File: src/rtl/sprite_motion_ctrl.sv
// sprite_motion_ctrl: frame-synchronous walk/turn controller for the sprite renderer.
// Reads left/right buttons on each frame_tick, steps position with clamping,
// sequences the walk-cycle animation frame and tracks facing direction.
// Optional build macro: SPRITE_BTN_SYNC_EN adds 2-flop button synchronizers.
module sprite_motion_ctrl #(
    parameter int unsigned POS_INIT    = 64,
    parameter int unsigned POS_MIN     = 0,
    parameter int unsigned POS_MAX     = 479,
    parameter int unsigned STEP        = 2,
    parameter int unsigned ANIM_DIV    = 4,
    parameter int unsigned TURN_FRAMES = 2
) (
    input  logic       clk,
    input  logic       reset,
    input  logic       frame_tick,
    input  logic       btn_left,
    input  logic       btn_right,
    output logic [8:0] position,
    output logic [2:0] action,
    output logic       orientation,
    output logic       moving
);

    typedef enum logic [1:0] {StIdle, StWalk, StTurn} state_e;

    localparam logic [3:0] DivLast  = 4'(ANIM_DIV - 1);
    localparam logic [3:0] TurnLoad = 4'(TURN_FRAMES - 1);

    state_e     state_q, state_d;
    logic [8:0] pos_q, pos_d;
    logic [2:0] act_q, act_d;
    logic       orient_q, orient_d;
    logic [3:0] div_q, div_d;
    logic [3:0] turn_q, turn_d;

    logic btn_l, btn_r;

`ifdef SPRITE_BTN_SYNC_EN
    logic [1:0] left_sync_q, right_sync_q;

    // Two-flop synchronizers for the asynchronous buttons
    always_ff @(posedge clk) begin
        if (reset) begin
            left_sync_q  <= 2'b00;
            right_sync_q <= 2'b00;
        end else begin
            left_sync_q  <= {left_sync_q[0], btn_left};
            right_sync_q <= {right_sync_q[0], btn_right};
        end
    end

    assign btn_l = left_sync_q[1];
    assign btn_r = right_sync_q[1];
`else
    assign btn_l = btn_left;
    assign btn_r = btn_right;
`endif

    logic       req_r, req_l, fwd, rev;
    logic [9:0] sum_r;
    logic [8:0] step_pos;

    assign req_r = btn_r & ~btn_l;
    assign req_l = btn_l & ~btn_r;
    assign fwd   = orient_q ? req_r : req_l;
    assign rev   = orient_q ? req_l : req_r;
    assign sum_r = {1'b0, pos_q} + 10'(STEP);

    // One saturating step in the facing direction
    always_comb begin
        step_pos = pos_q;
        if (orient_q) begin
            step_pos = (sum_r > 10'(POS_MAX)) ? 9'(POS_MAX) : sum_r[8:0];
        end else begin
            step_pos = ({1'b0, pos_q} < 10'(POS_MIN + STEP)) ? 9'(POS_MIN) : pos_q - 9'(STEP);
        end
    end

    // State and datapath registers, updated only by frame ticks
    always_ff @(posedge clk) begin
        if (reset) begin
            state_q  <= StIdle;
            pos_q    <= 9'(POS_INIT);
            act_q    <= 3'd0;
            orient_q <= 1'b1;
            div_q    <= 4'd0;
            turn_q   <= 4'd0;
        end else begin
            state_q  <= state_d;
            pos_q    <= pos_d;
            act_q    <= act_d;
            orient_q <= orient_d;
            div_q    <= div_d;
            turn_q   <= turn_d;
        end
    end

    // Next-state and datapath decode
    always_comb begin
        state_d  = state_q;
        pos_d    = pos_q;
        act_d    = act_q;
        orient_d = orient_q;
        div_d    = div_q;
        turn_d   = turn_q;
        if (frame_tick) begin
            unique case (state_q)
                StIdle: begin
                    if (fwd) begin
                        // Entry tick also performs the first step
                        state_d = StWalk;
                        pos_d   = step_pos;
                        act_d   = 3'd1;
                        div_d   = 4'd0;
                    end else if (rev) begin
                        state_d  = StTurn;
                        orient_d = ~orient_q;
                        turn_d   = TurnLoad;
                        act_d    = 3'd0;
                    end
                end
                StTurn: begin
                    if (rev) begin
                        orient_d = ~orient_q;
                        turn_d   = TurnLoad;
                    end else if (turn_q == 4'd0) begin
                        if (fwd) begin
                            state_d = StWalk;
                            pos_d   = step_pos;
                            act_d   = 3'd1;
                            div_d   = 4'd0;
                        end else begin
                            state_d = StIdle;
                        end
                    end else begin
                        turn_d = turn_q - 4'd1;
                    end
                end
                StWalk: begin
                    if (fwd) begin
                        pos_d = step_pos;
                        if (div_q == DivLast) begin
                            div_d = 4'd0;
                            act_d = (act_q == 3'd7) ? 3'd1 : act_q + 3'd1;
                        end else begin
                            div_d = div_q + 4'd1;
                        end
                    end else if (rev) begin
                        state_d  = StTurn;
                        orient_d = ~orient_q;
                        turn_d   = TurnLoad;
                        act_d    = 3'd0;
                        div_d    = 4'd0;
                    end else begin
                        state_d = StIdle;
                        act_d   = 3'd0;
                        div_d   = 4'd0;
                    end
                end
                default: state_d = StIdle;
            endcase
        end
    end

    // Outputs straight from registers
    always_comb begin
        position    = pos_q;
        action      = act_q;
        orientation = orient_q;
        moving      = (state_q == StWalk);
    end

endmodule

File: config.mk
export PLATFORM = sky130hd
export DESIGN_NAME = sprite_motion_ctrl
export DESIGN_NICKNAME = d
export VERILOG_FILES = /design/src/rtl/sprite_motion_ctrl.sv
export SDC_FILE = /design/constraint.sdc
export NUM_CORES = 1
export LEC_CHECK = 0
export CAP_MARGIN = 20
export CORE_MARGIN = 1.5
export CORE_UTILIZATION = 51
export DETAILED_ROUTE_END_ITERATION = 10
export PLACE_DENSITY_LB_ADDON = 0.12
export SETUP_SLACK_MARGIN = 0.2
export SLEW_MARGIN = 20
export SYNTH_ARGS = -nofsm -noshare
export SYNTH_HDL_FRONTEND = slang
export SYNTH_SLANG_ARGS = --single-unit
File: constraint.sdc
create_clock -name clk -period 4.94 [get_ports clk]
set_input_delay 0.988 -clock clk [delete_from_list [all_inputs] [get_ports clk]]
set_output_delay 0.988 -clock clk [all_outputs]
set_load 0.05 [all_outputs]
==> metrics list <==
- Row count: 21
- Leak Pwr: 0.741 nW
* Slew HR: 48.9%
- Final worst path period need: 3.06 ns
- The worst setup path is captured at an output port.
- Data on the critical path arrives at its endpoint at 2.07 ns.
- Routed via count divided by cell count: 6.08
- A synthesized cell averages 7.99 µm².
- Clock tree from TritonCTS: done
- Number of enable-type register cells in the synthesized netlist: 0
- Nets: 260
* Yosys top cell area share: 24.6%
* Core box area: 3420 µm²
- Detailed routing inserted a total of 1763 vias.
* Final HPWL from detailed placement: 3120 µm
* Synth Cell Area: 1870 µm²
* Number of buffers added to fix hold violations after cts: 0
- Timing-limited maximum frequency: 0.327 GHz
- Final clock skew: 0.000624 ns
- Summed over all instances, the cell type with the most area after synthesis is sky130_fd_sc_hd__dfxtp_1.
- CTS placed an instance of sky130_fd_sc_hd__clkbuf_4 at the clock tree root.
* Largest net degree at the start of global routing: 33
- Transition time of the tightest slew-check pin: 0.764 ns
- In this run the post-CTS setup repair buffer count came out at 0.
- Total nets after synthesis: 249
* Critical Path Start Type: flip-flop
* Final slew viol count: 0
- Worst IR drop on VDD: 144 µV
- Data required time of the worst path: 3.95 ns
- Count of input and output buffers: 18
- Clock net sink count: 23
* Y dimension of the die: 63.5 µm
* Async set-reset flop share out of synthesis: 0%
- 0 antenna diodes ended up in the layout.
- Total GRT Usage: 22.2%
* Part of the total power dissipated in combinational logic: 38.6%
- The total overflow left after global routing is 0.
- Relative contribution of the clock network to total power: 17.8%
* Detailed-route wire length per cell: 14.8 µm
* Power dissipated by switching net loads: 0.188 mW
* TritonRoute pass-1 iters: 5
- In this run the power density over the cells is 239 nW/µm².
- Synthesis-to-layout area growth: 10.2%
- Post-route ant nets: 0
- After synthesis, flip-flops and latches occupy 24.6% of the total area.
* Switching portion of total power: 38.1%
* Layout cell share with drive strength beyond 1: 7.38%
* Fill cell count: 331
* H-Tree Level Count: 1
* Number of instances in the synthesized netlist: 234
- Unrepaired setup endpoints after global routing: no
- Clock slew at the register clock pins of the worst setup and hold paths: 0.13 ns
- Setup violations remaining at the end of the flow were counted as 0.
* Global-route wire length before repair: 7290 µm
* Classification of the worst setup path: flip-flop to output port
* Number of buffers created by CTS: 3
- Number of violations reported at the end of detailed-routing iteration 0: 112
- 19 I/O pins were placed.
- The congestion estimate from routability-driven global placement came to 0.874.
- Die outline width: 63.5 µm
- Clock Latency Late Sink: 0.30 ns
- Number of antenna violations at the first check in global routing: 0
- The flow ran to the end, and the final reports show no timing, DRC or antenna violations.
- Wires add up to 4280 µm.
- Post-synthesis register bit count: 23
* Total number of yosys warnings: 0
* Main synth FF type: sky130_fd_sc_hd__dfxtp_1
- Final hold viol count: 0
* Max FO, Critical Path: 8
- The die covers 4040 µm².
* Cell types with the largest area share after synthesis: sky130_fd_sc_hd__dfxtp_1 25%, sky130_fd_sc_hd__ha_1 6.7%, sky130_fd_sc_hd__a21oi_1 4.0%, sky130_fd_sc_hd__o21ai_0 3.5%, sky130_fd_sc_hd__nor2_1 3.4%
- Final hold analysis gives a worst-case slack of 0.488 ns.
- No sink is reached through more buffers than the 2 on the longest clock path.
* Hold Path Class: flip-flop to flip-flop
- Reported max-cap violation count: 0
- Dividing the final minimum period by the clock period gives 62.0%.
- The number of different library cells used by synthesis comes to 65.
* Post-CTS Resized: 0
- Number of global-route vias before repair: 1534
- The internal portion of the total power is 0.305 mW.
- For this configuration, the core starts out at a cell density of 54.7%.
- Drc violations: 0
- Sequential share of power: 43.6%
- Total negative setup slack: 0 ns
## area by class of cell
| type | count | area [µm²] | share of cell area, % |
|---|---|---|---|
| Multi-Input combinational cell | 182 | 1270 | 61.6 |
| Sequential cell | 23 | 460 | 22.3 |
| Timing Repair Buffer | 19 | 188 | 9.11 |
| Inverter | 16 | 60.1 | 2.91 |
| Tap cell | 46 | 57.6 | 2.79 |
| Clock buffer | 4 | 26.3 | 1.28 |
## routing by layer
metal | wire [µm] | GRT usage [%]
met5 | 0 | 0
met4 | 23 | 4.62
met3 | 246 | 2.68
met2 | 1820 | 32.8
met1 | 2200 | 34.1
## kinds of logic after synthesis
| group | synth area share, % |
|---|---|
| DFF | 24.6 |
| buffers and inverters | 7.50 |
| xor gates and xnor gates | 2.34 |
| muxes | 3.55 |
| and+or+nand+nor | 27.9 |
| adders and majority gates | 6.69 |
| AOI/OAI and AO/OA | 27.4 |
## through the flow
step / power, mW / area, µm² / std cells / utilization (%) / setup slack (ns)
4_1_cts: 0.494 / 2060 / 290 / 60.3 / 1.87
2_1_floorplan: 0.366 / 1870 / 234 / - / 2.59
6_report: 0.493 / 2060 / 290 / 60.3 / 1.88
3_5_place_dp: 0.407 / 2030 / 286 / 59.6 / 1.89
3_3_place_gp: 0.407 / 2030 / 286 / 59.6 / 2.01
5_1_grt: 0.527 / 2060 / 290 / 60.3 / 1.77
## synthesized netlist by cell type (all sizes together), types with 2 or more instances
library cell   n
nor4b          2
mux2           2
xor2           3
a211oi         5
a21oi         15
or2            2
xnor2          2
o2111ai        2
and4           2
and3           3
a32oi          2
a311oi         3
nand3b         2
o311a          2
o21a           3
nor2b          3
nand3         10
nand4          3
nor3           9
a21o           2
clkbuf         5
a31oi          4
nor4           2
nor2          17
nor3b          2
inv           16
nand2b         4
o21ai         16
ha            10
or3            5
nand2         16
or4            3
o32a           2
buf            8
a2bb2oi        2
mux2i          4
dfxtp         23
a221oi         2
o22ai          3
## path summary, 6_finish.rpt
kind / start / to / slack [ns] / cells after the start
hold / removal: action[1] / action[1] / 0.49 / 2
setup / recovery: state_q[0] / moving / 1.88 / 2
hold reg to reg: action[1] / action[1] / 0.49 / 2
setup reg to reg: state_q[0] / position[4] / 2.55 / 6
## state kept, by name (all words and copies together), names as in the netlist
register and flops:
state_q 2, position 9, div_q 4, action 3
orientation 1, turn_q 4
## layout by cell type, fill, tap and decap left out, types with 4 or more instances in the layout
cell type	n
sky130_fd_sc_hd__nor3_1	9
sky130_fd_sc_hd__o21ai_0	13
sky130_fd_sc_hd__clkdlybuf4s50_1	18
sky130_fd_sc_hd__nand3_1	9
sky130_fd_sc_hd__a211oi_1	5
sky130_fd_sc_hd__mux2i_1	4
sky130_fd_sc_hd__or3_1	5
sky130_fd_sc_hd__nor2_1	17
sky130_fd_sc_hd__a31oi_1	4
sky130_fd_sc_hd__ha_1	10
sky130_fd_sc_hd__a21oi_1	15
sky130_fd_sc_hd__nand2_1	15
sky130_fd_sc_hd__inv_1	15
sky130_fd_sc_hd__dfxtp_1	23
sky130_fd_sc_hd__nand2b_1	4
## critical path, stage by stage (launching register included)
cell and delay, ns:
sky130_fd_sc_hd__dfxtp_1 0.52, sky130_fd_sc_hd__ha_1 0.39, sky130_fd_sc_hd__clkdlybuf4s50_1 0.86
## power groups by stage
| stage | clock, mW | sequential [mW] | combinational [mW] |
|---|---|---|---|
| floorplan | 0 | 0.234 | 0.132 |
| global placement | 0 | 0.219 | 0.188 |
| detailed placement | 0 | 0.219 | 0.188 |
| CTS | 0.0898 | 0.215 | 0.189 |
| global route | 0.102 | 0.218 | 0.207 |
| finish | 0.0879 | 0.215 | 0.190 |
Note: power is estimated with default switching activity, not from simulation.
==> patch, RTL diff (same settings) <==
Add a define of `SPRITE_BTN_SYNC_EN`.
--- a/src/rtl/sprite_motion_ctrl.sv
+++ b/src/rtl/sprite_motion_ctrl.sv
@@ -2,6 +2,8 @@
 // Reads left/right buttons on each frame_tick, steps position with clamping,
 // sequences the walk-cycle animation frame and tracks facing direction.
 // Optional build macro: SPRITE_BTN_SYNC_EN adds 2-flop button synchronizers.
+`define SPRITE_BTN_SYNC_EN
+
 module sprite_motion_ctrl #(
     parameter int unsigned POS_INIT    = 64,
     parameter int unsigned POS_MIN     = 0,
Check against the original RTL: not equivalent (a bounded check fails within 4 cycles, from zero or initial values and one cycle with reset high).
==> patch against the original RTL <==
Critical path depth stayed put; synthesized area is 3.7% lower; cell area is 2.7% lower; global-route usage is 1.6 points lower; worst setup slack better by 28 ps; sequential cell count is 4 higher; clock skew is 8.1 ps higher; routed wire length is 8.0% lower.
Power is not compared: it rests on default switching activity, and its combinational part moved more than twofold at a synthesized area within 25%.
==> patch: results (changes against the original RTL) <==
[sta]
holdWs_ps = 452  ; was 488 ps
fin_skew_ps = 8.75  ; was 0.624 ps
max_slew_margin = 0.438  ; was 0.489

[routing]
avgRoutedWirePerCell_microns = 13.8  ; was 14.8 microns
vias = 1723  ; was 1763
firstDrtPassIters = 4  ; was 5
drt_iter0_drc = 139  ; was 112

[pwr]
p_leak_uw = 0.000703
p_int_uw = 284
max-vdd-ir-drop_v = 0.000130

[yosys]
syn_nets = 246  ; was 249
ys_top_cells_by_area = dfxtp_1 (30%), a21oi_1 (7.5%), ha_1 (6.9%)  ; was dfxtp_1 (25%), ha_1 (6.7%), a21oi_1 (4.0%)
synthDistinctLibCells = 57  ; was 65
synth_common_cells = a21oi_1 (27), dfxtp_1 (27), nand2_1 (20)  ; was dfxtp_1 (23), nor2_1 (17), a21oi_1 (15), inv_1 (15), nand2_1 (15)
async_flop_share = 0  ; unchanged
yosysWarnings = 0  ; unchanged
ys_seq_area_frac = 0.300  ; was 0.246

[cts]
root_buffer = clkbuf_4  ; unchanged
cts_resized = 0  ; unchanged
clk_latency_ps = 320  ; was 300 ps
cts_made_buffers = 3  ; unchanged
ctsHtreeMaxLevel = 1  ; unchanged
clk_pin_slew_ps = 150  ; was 130 ps
clockBufferDepth = 2  ; unchanged
post_cts_buffers = 0  ; unchanged

[place]
dp_slack_ps = 1980  ; was 1890 ps
io_buffers = 18  ; unchanged
gp_congestion = 0.833  ; was 0.874
place_hpwl_microns = 2780  ; was 3120 microns

[layout]
layout.nets = 255  ; was 260
largest_reg_flops = 9  ; unchanged
antennaDiodeCount = 0  ; unchanged
drive_gt1_frac = 0.0669  ; was 0.0738

[hold_path]
min-delay-path-class = reg -> reg  ; unchanged
hold_start = left_sync_q[0]  ; was action[1]

[critical_path]
arrival_ps = 2050  ; was 2070 ps
startpoint = state_q[0]  ; unchanged
crit_fanout = 9  ; was 8
rr_startpoint = position[1]  ; was state_q[0]

[grt]
grt.total_usage = 0.206  ; was 0.222
grt_max_degree = 29  ; was 33
antenna_found_initial = 0  ; unchanged
grt_pass1_vias = 1440  ; was 1534
grt_pass1_wl_microns = 6730  ; was 7290 microns

[run_status]
status = completed  ; unchanged

==> patch: changes by cell type after synthesis, sizes merged, moves of 4 or more <==
cell    delta
a21oi     +12
buf        -4
clkbuf     +6
dfxtp      +4
nand2      +4
nand3      -4
nor2       -7
==> patch: path summary, 6_finish.rpt <==
check                    to  slack [ps]  cells past startpoint
max reg2reg     position[2]        2580                      7
min reg2reg  left_sync_q[1]         450                      1
max                  moving        1910                      2
min          left_sync_q[1]         450                      1
==> patch: layout make-up <==
class / instances / area [sq um]
repair buffers: 19 / 188
fillers: 330 / 1360
well taps: 46 / 57.6
multi-input cells: 176 / 1140
flip-flops and latches: 27 / 541
clock buffers: 4 / 26.3
inverters: 13 / 48.8
==> patch: power groups by stage <==
stage	clock, uW	sequential (uW)	combinational (uW)
after floorplan	0	242	51.2
after global placement	0	236	76.8
after detailed placement	0	236	77.1
after CTS	101	232	77.5
after global routing	109	233	86.1
final	96.4	232	77.9
==> patch: metrics by stage <==
step	cells	area, sq um	utilization
6_report	285	2010	0.596
2_1_floorplan	231	1800	-
3_5_place_dp	281	1980	0.589
3_3_place_gp	281	1980	0.589
5_1_grt	285	2010	0.596
4_1_cts	285	2010	0.596
==> patch: cell families (layout without fill, tap and decap cells) <==
group,after synthesis,in the layout,synth area share
buffers and inverters,28,36,0.0639
multiplexers,1,1,0.00556
flip-flops,27,27,0.300
AO/OA/AOI/OAI,74,74,0.263
adder cells (fa/ha/maj),10,10,0.0695
AND/OR/NAND/NOR,87,87,0.279
XOR/XNOR,4,4,0.0195
==> patch: critical path, cell delays in order (launching register included) <==
cell             delay [ps]
dfxtp_1                 470
ha_1                    390
clkdlybuf4s50_1         870
==> patch: per-layer routing <==
layer	track usage	up-vias	part of all wire
met5	0	-	0
met4	0.0472	0	0.0081
met3	0.0216	4	0.031
met2	0.332	42	0.46
met1	0.297	806	0.50
li1	-	871	-
